[src/rtl/skewed_desync.sv]
// Skewed desynchronizer: pushes the SCC of a pair of unary bitstreams toward -1.
// 1s of in0 that coincide with 1s of in1 are held back and re-emitted in cycles
// where both inputs are 0. The last 2^DEP cycles of each window drain the store
// unconditionally; anything left at the window end is reported on drop/drop_vld.
module skewed_desync #(
   parameter int unsigned DEP   = 2,
   parameter int unsigned LEN_W = 8   // must exceed DEP
) (
   input  logic           clk,
   input  logic           rst_n,
   input  logic           en,
   input  logic           in0,
   input  logic           in1,
   output logic           out0,
   output logic           out1,
   output logic [DEP-1:0] cnt_o,
   output logic           drain_o,
   output logic [DEP-1:0] drop,
   output logic           drop_vld
);

   localparam logic [DEP-1:0]   Full       = '1;
   localparam logic [LEN_W-1:0] PosLast    = '1;
   // First DRAIN position: 2^LEN_W - 2^DEP, i.e. upper bits all ones, low DEP bits zero.
   localparam logic [LEN_W-1:0] DrainStart = {{(LEN_W - DEP){1'b1}}, {DEP{1'b0}}};

   logic [DEP-1:0]   cnt_q, cnt_d;
   logic [LEN_W-1:0] pos_q;
   logic [DEP-1:0]   drop_q;
   logic             drop_vld_q;
   logic             active;

   assign active   = rst_n & en;
   assign drain_o  = (pos_q >= DrainStart);
   assign out1     = in1;
   assign cnt_o    = cnt_q;
   assign drop     = drop_q;
   assign drop_vld = drop_vld_q;

   // Output bit and next occupancy: absorb/release in ACCUM, release only in DRAIN.
   always_comb begin
      out0  = in0;
      cnt_d = cnt_q;
      if (active) begin
         if (!drain_o) begin
            if (in0 && in1) begin
               if (cnt_q != Full) begin
                  out0  = 1'b0;
                  cnt_d = cnt_q + 1'b1;
               end
            end else if (!in0 && !in1) begin
               if (cnt_q != '0) begin
                  out0  = 1'b1;
                  cnt_d = cnt_q - 1'b1;
               end
            end
         end else if (!in0 && (cnt_q != '0)) begin
            out0  = 1'b1;
            cnt_d = cnt_q - 1'b1;
         end
      end
   end

   // Window position, occupancy and end-of-window residual report.
   always_ff @(posedge clk) begin
      if (!rst_n) begin
         cnt_q      <= '0;
         pos_q      <= '0;
         drop_q     <= '0;
         drop_vld_q <= 1'b0;
      end else if (en) begin
         pos_q <= pos_q + 1'b1;
         if (pos_q == PosLast) begin
            cnt_q      <= '0;
            drop_q     <= cnt_d;
            drop_vld_q <= (cnt_d != '0);
         end else begin
            cnt_q      <= cnt_d;
            drop_vld_q <= 1'b0;
         end
      end else begin
         drop_vld_q <= 1'b0;
      end
   end

endmodule

[config.mk]
export PLATFORM = sky130hd
export DESIGN_NAME = skewed_desync
export DESIGN_NICKNAME = d
export VERILOG_FILES = /design/src/rtl/skewed_desync.sv
export SDC_FILE = /design/constraint.sdc
export NUM_CORES = 1
export LEC_CHECK = 0
export ABC_CLOCK_PERIOD_IN_PS = 1500
export CORE_MARGIN = 2
export CORE_UTILIZATION = 46
export CTS_CLUSTER_DIAMETER = 60
export CTS_CLUSTER_SIZE = 8
export DETAILED_ROUTE_END_ITERATION = 8
export PLACE_DENSITY = 0.71
export SYNTH_ARGS = -nofsm -noshare
export SYNTH_HDL_FRONTEND = slang
export SYNTH_SLANG_ARGS = --single-unit
[constraint.sdc]
create_clock -name clk -period 1.5 [get_ports clk]
set_input_delay 0.15 -clock clk [delete_from_list [all_inputs] [get_ports clk]]
set_output_delay 0.15 -clock clk [all_outputs]
set_load 0.02 [all_outputs]
Word-level counts from Yosys, hierarchy flattened

Cells that the tools add are included.

Register bits: 13
Bits of input ports: 5
Output and inout port bits: 8
Word-level logic and storage cells: 35

Add/sub/neg operators: 3
Magnitude comparators: 1
Equality and inequality tests: 2
Mux-type cells: 15
Bitwise gates (word level): 1
Reductions and logical operators: 9

Operators with widths:

| operator            | number |
|---|---|
| $mux 2              | 8 |
| $add 8x1->8 const B | 1 |
| $eq 8x8->1 const B  | 1 |
| $ge 8x8->1 const B  | 1 |
| $mux 1              | 7 |
| $reduce_bool 2->1   | 2 |
| $logic_and 1x1->1   | 3 |
| $reduce_and 3->1    | 1 |
| $add 2x1->2 const B | 1 |
| $logic_not 1->1     | 2 |
| $ne 2x2->1 const B  | 1 |
| $reduce_and 2->1    | 1 |
| $sub 2x1->2 const B | 1 |
| $and 1x1->1         | 1 |

Longest topological paths before layout

Depth after elaboration: 7
Mapped depth: 7
Depth with buffers taken out: 7

Worst setup path after synthesis

Ideal clock, no wire load.

Path type: register to register
Start point: register cnt_q[0] (netlist: cnt_o[0])
End point: register drop_q[0] (netlist: drop[0])
Library setup time: 86 ps
Arrival: 1727 ps
Data required time: 1414 ps
Slack: -313 ps
Cell stages (with the launch flop): 8
Path buffers: 0
Clock period less this slack: 1813 ps
Cell sequence: dfxtp_1 -> inv_1 -> ha_1 -> nor2_2 -> nand4_1 -> a21oi_1 -> nor3_2 -> a211oi_1

Word-level cells in the longest chain between the ends: 6
Elaborated cells between the ends (all ways): 12
Those cells by class: 2 x add/sub; 1 x eq/ne; 7 x mux; 2 x reduce/logical

Ends and longest elaborated chain:

| element                                          | RTL line | source |
|---|---|---|
| start: declaration                               | 27       | `logic [DEP-1:0] cnt_q, cnt_d;` |
| start signal: assignment                         | 78       | `cnt_q <= cnt_d;` |
| $sub 2x1->2 or $reduce_bool 2->1 (tied branches) | -        |  |
| $mux 2                                           | 52       | `if (cnt_q != '0) begin` |
| $mux 2                                           | 51       | `end else if (!in0 && !in1) begin` |
| $mux 2                                           | 46       | `if (in0 && in1) begin` |
| $mux 2                                           | 45       | `if (!drain_o) begin` |
| $mux 2 *                                         | 44       | `if (active) begin` |
| end signal: assignment                           | 75       | `drop_q <= cnt_d;` |
| end: declaration                                 | 29       | `logic [DEP-1:0] drop_q;` |

Every way passes the cells marked *; elsewhere a longest branch is shown, timed or not.
A chain may end at the register's enable or synchronous reset.

Worst setup path after layout

Start point: register cnt_q[1] (netlist: cnt_o[1])
End point: register drop_vld_q (netlist: drop_vld)

Word-level cells in the longest chain between the ends: 7
Elaborated cells between the ends (all ways): 13
Those cells by class: 2 x add/sub; 1 x eq/ne; 7 x mux; 3 x reduce/logical

Ends and longest elaborated chain:

| element                                          | RTL line | source |
|---|---|---|
| $sub 2x1->2 or $reduce_bool 2->1 (tied branches) | -        |  |
| $mux 2                                           | 52       |  |
| $mux 2                                           | 51       |  |
| $mux 2                                           | 46       |  |
| $mux 2                                           | 45       |  |
| $mux 2 *                                         | 44       |  |
| $reduce_bool 2->1 *                              | 76       | `drop_vld_q <= (cnt_d != '0);` |
| end signal: assignment                           | 76       |  |
| end: declaration                                 | 30       | `logic drop_vld_q;` |

Marked as above.

==> flow_summary_export.csv <==
group,metric,value,unit
clock_tree,inserted_clock_buffers,3,
pwr,power.net_switching,0.0002368,W
route,dr.pass1.iters,4,
worst_setup_path,crit_end_element,"register",
clock_tree,worst_setup_hold_path_clk_slew,80,ps
route,wl_per_cell,14.04,um
sta,finalSetupViolCount,4,
pwr,share_comb_of_total_power,27.6,%
worst_setup_path,critical_path.startpoint_type,"register",
global_routing,wire_length_of_the_first_global_routing_pass,3850,um
synthesis,post-synth-top-area-cell,"sky130_fd_sc_hd__dfxtp_1",
synthesis,synth.avg_cell_area,8.133,sq um
place,port_buffers,12,
pwr,internal-power,0.0005680,W
sta,finalWorstSetupSlack,-103.6,ps
floorplan,initial_core_util,48.57,%
synthesis,synthTopCellsByArea,"sky130_fd_sc_hd__dfxtp_1 31%, sky130_fd_sc_hd__ha_1 9.0%, sky130_fd_sc_hd__nor2_1 5.9%",
synthesis,synth_cells,102,
pwr,power.share.sequential,45.1,%
place,placed_area,1166,sq um
floorplan,die-area,2159,sq um
synthesis,yosysTopAreaCellShare,31.37,%
cells_and_area,drive_gt1_share,45.45,%
pwr,power.clock.fraction,27.3,%
worst_setup_path,critical_path_peak_fanout,4,
sta,finalMaxSlewViolations,0,
floorplan,placementRows,15,
route,route.antenna.remaining_nets,0,
run_status,failed_checks,"negative setup slack",
cells_and_area,mostFrequentLayoutCell,"sky130_fd_sc_hd__buf_4",
cells_and_area,multi_input_comb_area,614.3,sq um
clock_tree,cts_hold_repair.buffers,0,
pwr,power_per_cell_area,606.3,nW/um^2
synthesis,synth_sequential_area_ratio,31.37,%
global_routing,gr-total-overflow,0,
cells_and_area,finalCoreUtilization,77.73,%
route,via_count,910,
synthesis,mappedNetlistArea,829.5,sq um
cells_and_area,finalNetCount,155,
cells_and_area,insertedDiodeCount,0,
pwr,power.ir.vdd_worst,0.0004630,V
global_routing,largest_net_degree_at_the_start_of_global_routing,16,
clock_tree,cts.path.max_buffers,2,
clock_tree,clock-sinks,13,
worst_setup_path,timing.setup.critical_path_class,"reg -> reg",
worst_setup_path,cp_data_arrival_time,1770,ps
sta,fmax,623.6,MHz
flow_run,drv_cap,0,
synthesis,yosys_warnings,0,
route,finalWirelength,2358,um
sta,minimum_clock_period_after_layout,1604,ps
sta,clock-skew-final,6.042,ps
run_status,run_status,"finished with violations",
worst_setup_path,timing.critical_path.required,1670,ps
synthesis,synth-seq-cells,13,
cells_and_area,regArea,271.5,sq um
cells_and_area,final_cell_area,1328,sq um
place,place_hpwl,1619,um
hold_path,worstHoldPathType,"reg -> reg",
floorplan,floorplan.die.width,46.47,um
route,detail_route.iter0.violations,28,
clock_tree,worst_skew_late_latency,280,ps
clock_tree,cts_tree,"built",
sta,post-route-period-util,106.9,%
global_routing,grt_pass1_vias,871,
route,drcViolationCount,0,
pwr,swShare,29.43,%
clock_tree,maximum_level_of_the_cts_h_tree,1,
pwr,power.leakage,0.5336,nW
synthesis,synthDistinctLibCells,33,
clock_tree,clock_tree.root_cell,"sky130_fd_sc_hd__clkbuf_4",
sta,final_hold_viol_count,0,
sta,timing.slew.headroom,76.08,%
sta,worst-slew-pin-transition,357.7,ps
place,gp_routability_congestion,0.9216,
floorplan,dieHeight,46.47,um
cells_and_area,fill_cells,119,
floorplan,core_region_area,1708,sq um
sta,setup_repair_after_global_routing_missed_its_margin,"yes",
global_routing,antenna_found_initial,0,
route,vias_per_cell,5.417,
cells_and_area,area.growth.synth_to_final,60.03,%
global_routing,global_route.usage.total,25.44,%
floorplan,io_pins,13,
synthesis,syn_nets,113,
cells_and_area,layout_common_cells,"29 x sky130_fd_sc_hd__buf_4, 13 x sky130_fd_sc_hd__nor2_1, 8 x sky130_fd_sc_hd__dfxtp_1",
sta,fin_setup_tns,-267.9,ps
[routing by layer]
layer	vias up	share of wire (%)	track usage (%)
met4	0	1.2	8.571
met5	-	0	0
met1	429	44	29.88
met2	29	51	45.56
met3	4	4.2	4.706
li1	448	-	-
[worst max-delay path, stage by stage (launching register included)]
cell and delay (ps):
sky130_fd_sc_hd__dfxtp_4 380, sky130_fd_sc_hd__buf_6 120, sky130_fd_sc_hd__ha_4 140, sky130_fd_sc_hd__buf_4 130, sky130_fd_sc_hd__buf_4 130, sky130_fd_sc_hd__a2bb2oi_1 180, sky130_fd_sc_hd__nor3_2 70, sky130_fd_sc_hd__nor3_2 230
sky130_fd_sc_hd__a31oi_1 100
[kinds of logic after synthesis]
group	count (synthesis)	share of synthesized area (%)
simple gates	38	23.08
xor+xnor	7	7.391
fa+ha+maj	6	9.050
buf+inv	11	6.787
flops	13	31.37
mux	2	2.413
compound gates	25	19.91
[registers in the layout (all words and copies together) (netlist names)]
| register | cells |
|---|---|
| cnt_o | 2 |
| drop_vld | 1 |
| drop | 2 |
| pos_q | 8 |
[final timing paths]
check                           slack, ps  cells after the start       end  startpoint
worst max-delay path                 -100                      8  drop_vld    cnt_o[1]
worst min-delay path                  510                      2   drop[0]     drop[0]
worst max register to register       -100                      8  drop_vld    cnt_o[1]
worst min register to register        510                      2   drop[0]     drop[0]
[cells in the mapped netlist]
cell and n:
sky130_fd_sc_hd__a211oi_1 2, sky130_fd_sc_hd__a211oi_2 1, sky130_fd_sc_hd__a21oi_1 5, sky130_fd_sc_hd__a221oi_2 1, sky130_fd_sc_hd__a2bb2oi_1 1, sky130_fd_sc_hd__a311oi_1 1, sky130_fd_sc_hd__a31oi_1 3, sky130_fd_sc_hd__a41oi_1 1
sky130_fd_sc_hd__and3_2 1, sky130_fd_sc_hd__buf_2 3, sky130_fd_sc_hd__buf_4 1, sky130_fd_sc_hd__buf_6 1, sky130_fd_sc_hd__clkbuf_1 2, sky130_fd_sc_hd__dfxtp_1 13, sky130_fd_sc_hd__ha_1 6, sky130_fd_sc_hd__inv_1 3
sky130_fd_sc_hd__inv_2 1, sky130_fd_sc_hd__mux2i_1 2, sky130_fd_sc_hd__nand2_1 7, sky130_fd_sc_hd__nand3_1 2, sky130_fd_sc_hd__nand4_1 5, sky130_fd_sc_hd__nor2_1 13, sky130_fd_sc_hd__nor2_2 2, sky130_fd_sc_hd__nor3_1 2
sky130_fd_sc_hd__nor3_2 1, sky130_fd_sc_hd__nor4b_1 1, sky130_fd_sc_hd__o21ai_0 9, sky130_fd_sc_hd__o31ai_1 1, sky130_fd_sc_hd__or2_1 1, sky130_fd_sc_hd__or3_1 2, sky130_fd_sc_hd__or3_2 1, sky130_fd_sc_hd__xnor2_1 2
sky130_fd_sc_hd__xor2_1 5
[power by group through the flow]
stage / registers [W] / clock network, W / logic, W
after floorplan: 0.000373 / 0 / 0.0000892
after global placement: 0.000369 / 0 / 0.000168
after detailed placement: 0.000369 / 0 / 0.000172
after CTS: 0.000363 / 0.000226 / 0.000197
after global routing: 0.000364 / 0.000238 / 0.000239
final: 0.000363 / 0.000220 / 0.000222
[area by class of cell]
class | count | share of cell area (%)
well taps | 25 | 2.356
flip-flops and latches | 13 | 20.45
repair buffers | 44 | 27.43
multi-input cells | 78 | 46.28
clock buffers | 4 | 1.979
inverters | 4 | 1.508
[what timing repair did]
action                                 in CTS  in global routing
pin swaps                                   9                  9
setup buffers                               3                  1
endpoints found under the hold margin       0                  0
setup endpoints to repair                  10                  6
gates resized for setup                    33                  8
cloned                                      0                  0
[metrics by stage]
step | setup slack (ps) | cells | hold slack, ps | power [W]
floorplan | -16.91 | 102 | 266.2 | 0.0004620
global placement | -298.5 | 160 | 485.0 | 0.0005369
detailed placement | -321.7 | 160 | 485.7 | 0.0005418
CTS | -82.63 | 167 | 510.1 | 0.0007863
global route | -164.9 | 168 | 548.8 | 0.0008408
finish | -103.6 | 168 | 509.6 | 0.0008048
Note: power is estimated with default switching activity, not from simulation.
